File: src/rtl/key_event_pkg.sv
// -----------------------------------------------------------------------------
// key_event_pkg
//
// Purpose:
//   Shared definitions for the front-panel key conditioner. This package holds
//   the per-channel state encoding, the default cycle constants, and a helper
//   that says which states count as "key accepted as down".
//
// Contents:
//   key_state_e            per-channel FSM states
//   DEF_*                  default parameter values for key_event_gen
//   state_is_held()        1 for PRESSED / REPEAT / DB_UP
//
// Configuration:
//   The macro KEY_EVENT_REPEAT_EN is not used in this package. It only
//   affects key_event_ch and key_event_gen.
// -----------------------------------------------------------------------------
package key_event_pkg;

  typedef enum logic [2:0] {
    IDLE    = 3'd0,
    DB_DOWN = 3'd1,
    PRESSED = 3'd2,
    REPEAT  = 3'd3,
    DB_UP   = 3'd4
  } key_state_e;

  localparam int DEF_N_KEYS        = 4;
  localparam int DEF_CNT_W         = 24;
  localparam int DEF_DEB_CYCLES    = 20000;
  localparam int DEF_HOLD_CYCLES   = 1500000;
  localparam int DEF_REPEAT_CYCLES = 300000;

  // DB_UP still reports the key as down. A release is only believed once it
  // has been stable for the full debounce window.
  function automatic logic state_is_held(key_state_e s);
    return (s == PRESSED) || (s == REPEAT) || (s == DB_UP);
  endfunction

endpackage

File: src/rtl/key_event_ch.sv
// -----------------------------------------------------------------------------
// key_event_ch
//
// Purpose:
//   This module conditions one front-panel key. It does three things:
//     - synchronizes the raw active-low level with a 2-flop synchronizer;
//     - debounces the press and the release;
//     - generates one-cycle press, long-press, auto-repeat and release
//       strobes, plus a held level.
//
// Ports:
//   i_clk      system clock
//   i_rst_n    asynchronous active-low reset
//   i_key_n    raw key level, 0 = pressed, asynchronous to i_clk
//   i_enable   1 = channel runs; 0 = channel forced idle
//   o_press    1-cycle strobe on accepted press
//   o_long     1-cycle strobe when the hold threshold is reached
//   o_repeat   1-cycle auto-repeat strobe (tied 0 without KEY_EVENT_REPEAT_EN)
//   o_release  1-cycle strobe on accepted release
//   o_held     level, key accepted as down
//
// Configuration:
//   KEY_EVENT_REPEAT_EN  When this macro is defined, REPEAT emits periodic
//                        o_repeat strobes, and the first strobe lands together
//                        with o_long. When it is undefined, REPEAT is a silent
//                        hold state that lasts until release.
// -----------------------------------------------------------------------------
module key_event_ch
  import key_event_pkg::*;
#(
  parameter int CNT_W         = DEF_CNT_W,
  parameter int DEB_CYCLES    = DEF_DEB_CYCLES,
  parameter int HOLD_CYCLES   = DEF_HOLD_CYCLES,
  parameter int REPEAT_CYCLES = DEF_REPEAT_CYCLES
) (
  input  logic i_clk,
  input  logic i_rst_n,
  input  logic i_key_n,
  input  logic i_enable,
  output logic o_press,
  output logic o_long,
  output logic o_repeat,
  output logic o_release,
  output logic o_held
);

  // Terminal counts. The counter runs from 0 up to one of these values and
  // never goes past it.
  localparam logic [CNT_W-1:0] DEB_LAST  = CNT_W'(DEB_CYCLES - 1);
  localparam logic [CNT_W-1:0] HOLD_LAST = CNT_W'(HOLD_CYCLES - 1);
`ifdef KEY_EVENT_REPEAT_EN
  localparam logic [CNT_W-1:0] REP_LAST  = CNT_W'(REPEAT_CYCLES - 1);
`else
  // The repeat period has no effect in this build. It is collected here so
  // that its absence from the logic is explicit.
  logic [31:0] unused_repeat_cycles;
  assign unused_repeat_cycles = 32'(REPEAT_CYCLES);
`endif

  logic       sync1_q, sync1_d;
  logic       sync2_q, sync2_d;
  key_state_e state_q, state_d;
  logic [CNT_W-1:0] cnt_q, cnt_d;
  logic       press_q, press_d;
  logic       long_q, long_d;
  logic       repeat_q, repeat_d;
  logic       release_q, release_d;
  logic       pressed;

  // While the channel is disabled, the synchronizer is parked at "released".
  // A key that is still held when enable returns must then re-enter through
  // the full synchronizer + debounce path. As a result, the press latency
  // after re-enable matches the latency after reset.
  always_comb begin
    sync1_d = 1'b1;
    sync2_d = 1'b1;
    if (i_enable) begin
      sync1_d = i_key_n;
      sync2_d = sync1_q;
    end
  end

  assign pressed = ~sync2_q;

  always_comb begin
    state_d   = state_q;
    cnt_d     = cnt_q;
    press_d   = 1'b0;
    long_d    = 1'b0;
    repeat_d  = 1'b0;
    release_d = 1'b0;

    if (!i_enable) begin
      state_d = IDLE;
      cnt_d   = '0;
    end else begin
      unique case (state_q)
        IDLE: begin
          cnt_d = '0;
          if (pressed) state_d = DB_DOWN;
        end

        DB_DOWN: begin
          if (!pressed) begin
            state_d = IDLE;
            cnt_d   = '0;
          end else if (cnt_q == DEB_LAST) begin
            state_d = PRESSED;
            cnt_d   = '0;
            press_d = 1'b1;
          end else begin
            cnt_d = cnt_q + 1'b1;
          end
        end

        PRESSED: begin
          if (!pressed) begin
            state_d = DB_UP;
            cnt_d   = '0;
          end else if (cnt_q == HOLD_LAST) begin
            state_d = REPEAT;
            cnt_d   = '0;
            long_d  = 1'b1;
`ifdef KEY_EVENT_REPEAT_EN
            repeat_d = 1'b1;
`endif
          end else begin
            cnt_d = cnt_q + 1'b1;
          end
        end

        REPEAT: begin
          if (!pressed) begin
            state_d = DB_UP;
            cnt_d   = '0;
          end else begin
`ifdef KEY_EVENT_REPEAT_EN
            if (cnt_q == REP_LAST) begin
              cnt_d    = '0;
              repeat_d = 1'b1;
            end else begin
              cnt_d = cnt_q + 1'b1;
            end
`else
            cnt_d = '0;
`endif
          end
        end

        // If the key goes down again during the release window, it is
        // treated as contact bounce. The key stays held, no new press is
        // reported, and the hold timer starts over.
        DB_UP: begin
          if (pressed) begin
            state_d = PRESSED;
            cnt_d   = '0;
          end else if (cnt_q == DEB_LAST) begin
            state_d   = IDLE;
            cnt_d     = '0;
            release_d = 1'b1;
          end else begin
            cnt_d = cnt_q + 1'b1;
          end
        end

        default: begin
          state_d = IDLE;
          cnt_d   = '0;
        end
      endcase
    end
  end

  always_ff @(posedge i_clk or negedge i_rst_n) begin
    if (!i_rst_n) begin
      sync1_q   <= 1'b1;
      sync2_q   <= 1'b1;
      state_q   <= IDLE;
      cnt_q     <= '0;
      press_q   <= 1'b0;
      long_q    <= 1'b0;
      repeat_q  <= 1'b0;
      release_q <= 1'b0;
    end else begin
      sync1_q   <= sync1_d;
      sync2_q   <= sync2_d;
      state_q   <= state_d;
      cnt_q     <= cnt_d;
      press_q   <= press_d;
      long_q    <= long_d;
      repeat_q  <= repeat_d;
      release_q <= release_d;
    end
  end

  assign o_press   = press_q;
  assign o_long    = long_q;
  assign o_repeat  = repeat_q;
  assign o_release = release_q;
  assign o_held    = state_is_held(state_q);

endmodule

File: src/rtl/key_event_gen.sv
// -----------------------------------------------------------------------------
// key_event_gen
//
// Purpose:
//   Front-panel key conditioner that feeds the menu / equalizer control logic.
//   It holds N_KEYS independent key_event_ch channels. It also forms o_event,
//   a single "something to act on" strobe that covers presses and
//   auto-repeats.
//
// Ports:
//   i_clk      system clock (audio bit clock domain)
//   i_rst_n    asynchronous active-low reset
//   i_key_n    raw key levels, 0 = pressed, asynchronous to i_clk
//   i_enable   1 = channels run; 0 = channels forced idle
//   o_press    per-key 1-cycle strobe on accepted press
//   o_long     per-key 1-cycle strobe when the hold threshold is reached
//   o_repeat   per-key 1-cycle auto-repeat strobes
//   o_release  per-key 1-cycle strobe on accepted release
//   o_held     per-key level, key accepted as down
//   o_event    OR of all o_press and o_repeat bits, in the same cycle
//
// Configuration:
//   KEY_EVENT_REPEAT_EN  Define this macro to enable auto-repeat. Without it,
//                        o_repeat stays 0 and o_event reflects presses only.
// -----------------------------------------------------------------------------
module key_event_gen
  import key_event_pkg::*;
#(
  parameter int N_KEYS        = DEF_N_KEYS,
  parameter int CNT_W         = DEF_CNT_W,
  parameter int DEB_CYCLES    = DEF_DEB_CYCLES,
  parameter int HOLD_CYCLES   = DEF_HOLD_CYCLES,
  parameter int REPEAT_CYCLES = DEF_REPEAT_CYCLES
) (
  input  logic              i_clk,
  input  logic              i_rst_n,
  input  logic [N_KEYS-1:0] i_key_n,
  input  logic              i_enable,
  output logic [N_KEYS-1:0] o_press,
  output logic [N_KEYS-1:0] o_long,
  output logic [N_KEYS-1:0] o_repeat,
  output logic [N_KEYS-1:0] o_release,
  output logic [N_KEYS-1:0] o_held,
  output logic              o_event
);

  for (genvar g = 0; g < N_KEYS; g++) begin : g_ch
    key_event_ch #(
      .CNT_W        (CNT_W),
      .DEB_CYCLES   (DEB_CYCLES),
      .HOLD_CYCLES  (HOLD_CYCLES),
      .REPEAT_CYCLES(REPEAT_CYCLES)
    ) u_ch (
      .i_clk    (i_clk),
      .i_rst_n  (i_rst_n),
      .i_key_n  (i_key_n[g]),
      .i_enable (i_enable),
      .o_press  (o_press[g]),
      .o_long   (o_long[g]),
      .o_repeat (o_repeat[g]),
      .o_release(o_release[g]),
      .o_held   (o_held[g])
    );
  end

  // The strobes are already registered. o_event is built from them directly,
  // so it lines up exactly with the per-key bits and needs no flop of its own.
`ifdef KEY_EVENT_REPEAT_EN
  assign o_event = |(o_press | o_repeat);
`else
  assign o_event = |o_press;
`endif

endmodule

File: config.mk
export PLATFORM = sky130hd
export DESIGN_NAME = key_event_gen
export DESIGN_NICKNAME = d
export VERILOG_FILES = /design/src/rtl/key_event_pkg.sv /design/src/rtl/key_event_ch.sv /design/src/rtl/key_event_gen.sv
export SDC_FILE = /design/constraint.sdc
export NUM_CORES = 1
export LEC_CHECK = 0
export ABC_AREA = 1
export CORE_ASPECT_RATIO = 0.6
export CORE_MARGIN = 1
export CORE_UTILIZATION = 62
export DETAILED_ROUTE_END_ITERATION = 7
export HOLD_SLACK_MARGIN = 0.06
export PLACE_DENSITY = 0.81
export SYNTH_ARGS = -nofsm -noshare
export SYNTH_HDL_FRONTEND = slang
export SYNTH_SLANG_ARGS = --single-unit
File: constraint.sdc
create_clock -name i_clk -period 1.9 [get_ports i_clk]
set_input_delay 0.57 -clock i_clk [delete_from_list [all_inputs] [get_ports i_clk]]
set_output_delay 0.57 -clock i_clk [all_outputs]
set_load 0.03 [all_outputs]
After elaboration in Yosys (flattened, before gate mapping)
Index checks and enable logic that the tools add are counted.
{ "classes": {"add_sub_neg": 4, "mul": 0, "n_div": 0, "n_lt_le_gt_ge": 0, "n_eq_ne": 44, "shifts": 0, "n_mux": 120, "bitwise_logic": 0, "reduce_logical": 17} }
{ "ops": {"columns": ["op", "n"], "rows": [
  ["2-to-1 mux 24 bit", 24],
  ["one-hot mux 24 bit (3 select lines)", 4],
  ["2-to-1 mux 3 bit", 36],
  ["adder 24 x 1 -> 24 bit (second input constant)", 4],
  ["equality test 24 x 15 -> 1 bit (second input constant)", 4],
  ["equality test 24 x 21 -> 1 bit (second input constant)", 4],
  ["one-hot mux 3 bit (5 select lines)", 4],
  ["2-to-1 mux 1 bit", 52],
  ["inequality test 4 x 2 -> 1 bit (second input constant)", 8],
  ["equality test 3 x 2 -> 1 bit (second input constant)", 8],
  ["AND reduction 5 bit", 4],
  ["inequality test 4 bit (second input constant)", 4],
  ["equality test 3 x 1 -> 1 bit (second input constant)", 4],
  ["equality test 3 bit (second input constant)", 4],
  ["logical NOT 3 bit", 4],
  ["inequality test 3 x 2 -> 1 bit (second input constant)", 4],
  ["inequality test 3 bit (second input constant)", 4],
  ["logical OR 1 bit", 8],
  ["OR reduction 4 bit", 1]
]} }
{ "totals": {"regBits": 128, "latchBits": 0, "mem_bits_rw": 0, "rom_bits": 0, "input_bits": 7, "mem_count": 0} }

Logic depth before layout (Yosys ltp)
{ "logic_depth": {"ltp_word": 5, "ltp_mapped": 10, "ltp_nobuf": 10} }

By module
A second synthesis with hierarchy kept.
{ "unflattened": {"cells_unflattened": 1155, "area_unflattened_um2": 8049.0} }
{ "modules_own_cells": {"columns": ["module", "n_inst", "cells_each", "area_each_um2", "seq_area_each_um2"], "rows": [
  ["key_event_ch", 4, 288, 2009.4, 803.3],
  ["key_event_gen", 1, 3, 11.3, 0.0]
]} }

Worst setup path before layout
OpenSTA, ideal clock, no wires.
{ "synth_path": {"kind": "flip-flop to flip-flop", "from": "register g_ch[0].u_ch.cnt_q[0]", "to": "register g_ch[0].u_ch.cnt_q[19]", "setup_time_ns": 0.118, "arrival_time_ns": 1.490, "required_ns": 1.782, "path_slack_ns": 0.292, "stages_incl_launch_ff": 10, "path_cell_list": "dfrtp_1 ha_1 nand3_1 nor2_1 nand3_1 nand2_1 nand2_4 nand2_4 buf_6 nor2_1"} }
{ "synth_via": {"elab_chain_len": 5, "elab_cells_between_ends": 10} }
{ "synth_rtl": {"columns": ["item", "line", "text"], "rows": [
  ["from (decl)", "key_event_ch.sv:63", "logic [CNT_W-1:0] cnt_q, cnt_d;"],
  ["from (signal assigned)", "key_event_ch.sv:188", "cnt_q <= cnt_d;"],
  ["adder 24 x 1 -> 24 bit, or another cell as far along", "key_event_ch.sv:112, key_event_ch.sv:128, key_event_ch.sv:162", null],
  ["2-to-1 mux 24 bit, on equally long branches", "key_event_ch.sv:107, key_event_ch.sv:157, key_event_ch.sv:120", null],
  ["2-to-1 mux 24 bit, on equally long branches", "key_event_ch.sv:154, key_event_ch.sv:104, key_event_ch.sv:117", null],
  ["one-hot mux 24 bit (3 select lines) *", "key_event_ch.sv:97", "unique case (state_q)"],
  ["2-to-1 mux 24 bit *", "key_event_ch.sv:93", "if (!i_enable) begin"],
  ["net g_ch[0].u_ch.cnt_d[19]", "key_event_ch.sv:63", null]
]} }
Mark *: on every way through the listed nets, which the timed path passes. The rest lies on a longest branch.
A chain may end at the register's enable or synchronous reset.

Worst setup path after layout
{ "layout_path": {"from": "register g_ch[2].u_ch.press_q", "to": "output o_event"} }
{ "layout_via": {"elab_chain_len": 1} }
{ "layout_rtl": {"columns": ["item", "line", "text"], "rows": [
  ["from (decl)", "key_event_ch.sv:64", "logic press_q, press_d;"],
  ["from (signal assigned)", "key_event_ch.sv:189", "press_q <= press_d;"],
  ["OR reduction 4 bit", "key_event_gen.sv:71", "assign o_event = |o_press;"],
  ["to (decl)", "key_event_gen.sv:44", "output logic o_event"]
]} }
No other way between the ends.

==> out/results.ini <==
[routing]
wire_per_inst_um=15.04
first_pass_iters=8
finalWirelength_mm=19.52
drcViolationCount=0
drtIter0Drc=989
dr_total_vias=7247
via_per_inst=5.583
ant_nets=0

[sta]
clock-skew-final_ns=0.01044
hold_viol=0
max_freq_mhz=490.1
rsz0062_at_grt=true
slew_viol_final=0
setup_violations=2
fin_setup_tns_ns=-0.1411
hold_ws_ns=0.05694
finalCritPeriodShare_pct=107.4
finalCriticalPeriod_ns=2.040
fin_ws_ns=-0.1403

[synthesis]
synth_area_leaders=dfrtp_1 39%, nor2_1 12%, nand2_1 9.8%
synth_warnings=0
yosys_register_bits=128
synth.top_cell.area_share_pct=39.18
syn_avg_cell_area_um2=7.217
netlist_area_um2=7665
synth_common_cells=245 x nor2_1, 200 x nand2_1, 123 x inv_1
syn_inst=1062
ys.flop_type=dfrtp_1
synth-edff-count=0
synth-seq-area-share_pct=41.92
yosysMostFrequentCell=nor2_1
synthArstFlopShare_pct=100.0
yosys.area.top_type=dfrtp_1
yosysUniqueCellTypes=39

[clocking]
htree_levels=4
insertion_delay_ns=0.41
cts_buffers=17
hold_buffers=0
root_buffer=clkbuf_16
cts.sinks=128
path_clk_slew_ns=0.06
cts_buffer_depth=2
cts_tree=done

[critical_path]
worst-path-max-fanout=2
rrSetupSlack_ns=0.11
path_class=register to output pin
cp_data_arrival_time_ns=1.47
crit_path_end_kind=output pin
rr_worst_depth=8
critical_path_required_ns=1.33
r2r-start=g_ch[0].u_ch.cnt_q[0]
crit_path_start_kind=register
crit_start=g_ch[2].u_ch.o_press

[outcome]
violations=setup timing
status=complete, but fails checks

[floorplan]
dieWidth_um=145.5
die_area_um2=12830
die_h_um=88.13
rows=31
core-area_um2=12060
io_pins=28
initial_core_util_pct=63.54

[final_layout]
finalNonFillerCells=1298
antenna_cells=0
drive_above_1_share_pct=14.74
fin_nets=1131
syn2layout_area_growth_pct=17.78
fin_area_um2=9027
fillers=902

[pwr]
swShare_pct=24.96
p_int_w=0.005340
pwr-share-clk_pct=48.4
p_comb_share_pct=11.7
powerDensity_nw_per_um2=788.4
ir_drop_v=0.0007138
net-switching-power_w=0.001777
power_frac_seq_pct=39.9
p_leak_nw=3.999

[grt]
overflow=0
grt_pass1_wl_mm=31.62
grt_use_total_pct=31.46
antenna_found_initial=0
grt_max_degree=37
grt_pass1_vias=6414

[placement]
gp_congestion=0.9609
dp_hpwl_mm=13.63
portBuffers=23
placed_cells=1254
placed_cell_area_um2=8179

[run]
maxCapViolCount=0

[worst_hold_path]
hold_path_class=primary input to async pin

## sequential cells by signal, summed over array words and instances (netlist names)
| name | cells |
|---|---|
| g_ch.u_ch.o_press | 4 |
| g_ch.u_ch.state_q | 12 |
| g_ch.u_ch.o_release | 4 |
| g_ch.u_ch.cnt_q | 96 |
| g_ch.u_ch.o_long | 4 |
| g_ch.u_ch.sync1_q | 4 |
| g_ch.u_ch.sync2_q | 4 |
## cell families after synthesis
group                    share of synthesized area, %
AO/OA/AOI/OAI                                   3.085
XOR/XNOR                                        5.371
buffers and inverters                           9.451
flip-flops                                      41.92
adder cells (fa/ha/maj)                        0.6530
AND/OR/NAND/NOR                                 39.47
other                                         0.04892
## through the flow
step / setup WS [ns] / util [%] / power (W)
global route: -0.1670 / 74.84 / 0.007346
global placement: -0.1488 / 67.80 / 0.003501
floorplan: 0.2916 / - / 0.003263
finish: -0.1403 / 74.84 / 0.007117
detailed placement: -0.1479 / 67.80 / 0.003521
CTS: -0.1491 / 73.76 / 0.007059
## power groups by stage
stage               clock (W)  combinational, W  sequential [W]
finish                0.00345          0.000832         0.00284
global route          0.00360          0.000902         0.00284
global placement            0          0.000619         0.00288
detailed placement          0          0.000636         0.00289
floorplan                   0          0.000386         0.00288
CTS                   0.00349          0.000744         0.00283
## worst paths after layout
path / endpoint
setup / recovery: o_event
hold / removal: g_ch[0].u_ch.cnt_q[4]
setup reg to reg: g_ch[0].u_ch.cnt_q[20]
hold reg to reg: g_ch[1].u_ch.cnt_q[0]
max in group asynchronous: g_ch[1].u_ch.sync1_q
min in group i_clk: g_ch[1].u_ch.cnt_q[0]
## critical path, stage by stage, from the launching register on
cell and delay (ns):
dfrtp_1 0.39, or4_4 0.52, buf_6 0.15
## cell type report
type,count,area [µm²],area share (%)
multi-input cells,775,3864,42.80
well taps,165,206.4,2.287
clock inverters,9,128.9,1.428
flip-flops and latches,128,3218,35.65
repair buffers,69,628.1,6.958
clock buffers,23,498.0,5.516
inverters,129,484.2,5.364
## placed cells by master (no fill, tap or decap), types with 12 or more instances in the layout
master	synthesis	routed
buf_4	20	43
dfrtp_1	120	116
o21ai_0	23	19
nand4_1	43	43
nor2_1	245	237
nand3_1	95	93
nor2_2	9	13
clkbuf_16	0	17
or2_2	12	12
xor2_1	40	40
nor3_1	39	37
inv_1	123	122
a21oi_1	12	12
nand2_1	200	196
## what timing repair did
item	CTS	global route
buffers inserted	7	5
gates resized for setup	37	25
pin swaps	4	6
gates cloned	0	0
endpoints found under the setup margin	16	67
## routing by layer
layer | track usage, % | wire [µm]
met5 | 0 | 0
met1 | 47.66 | 9273
met4 | 8.517 | 181
met3 | 6.146 | 1769
met2 | 45.85 | 8293
(Power assumes the default switching activity.)
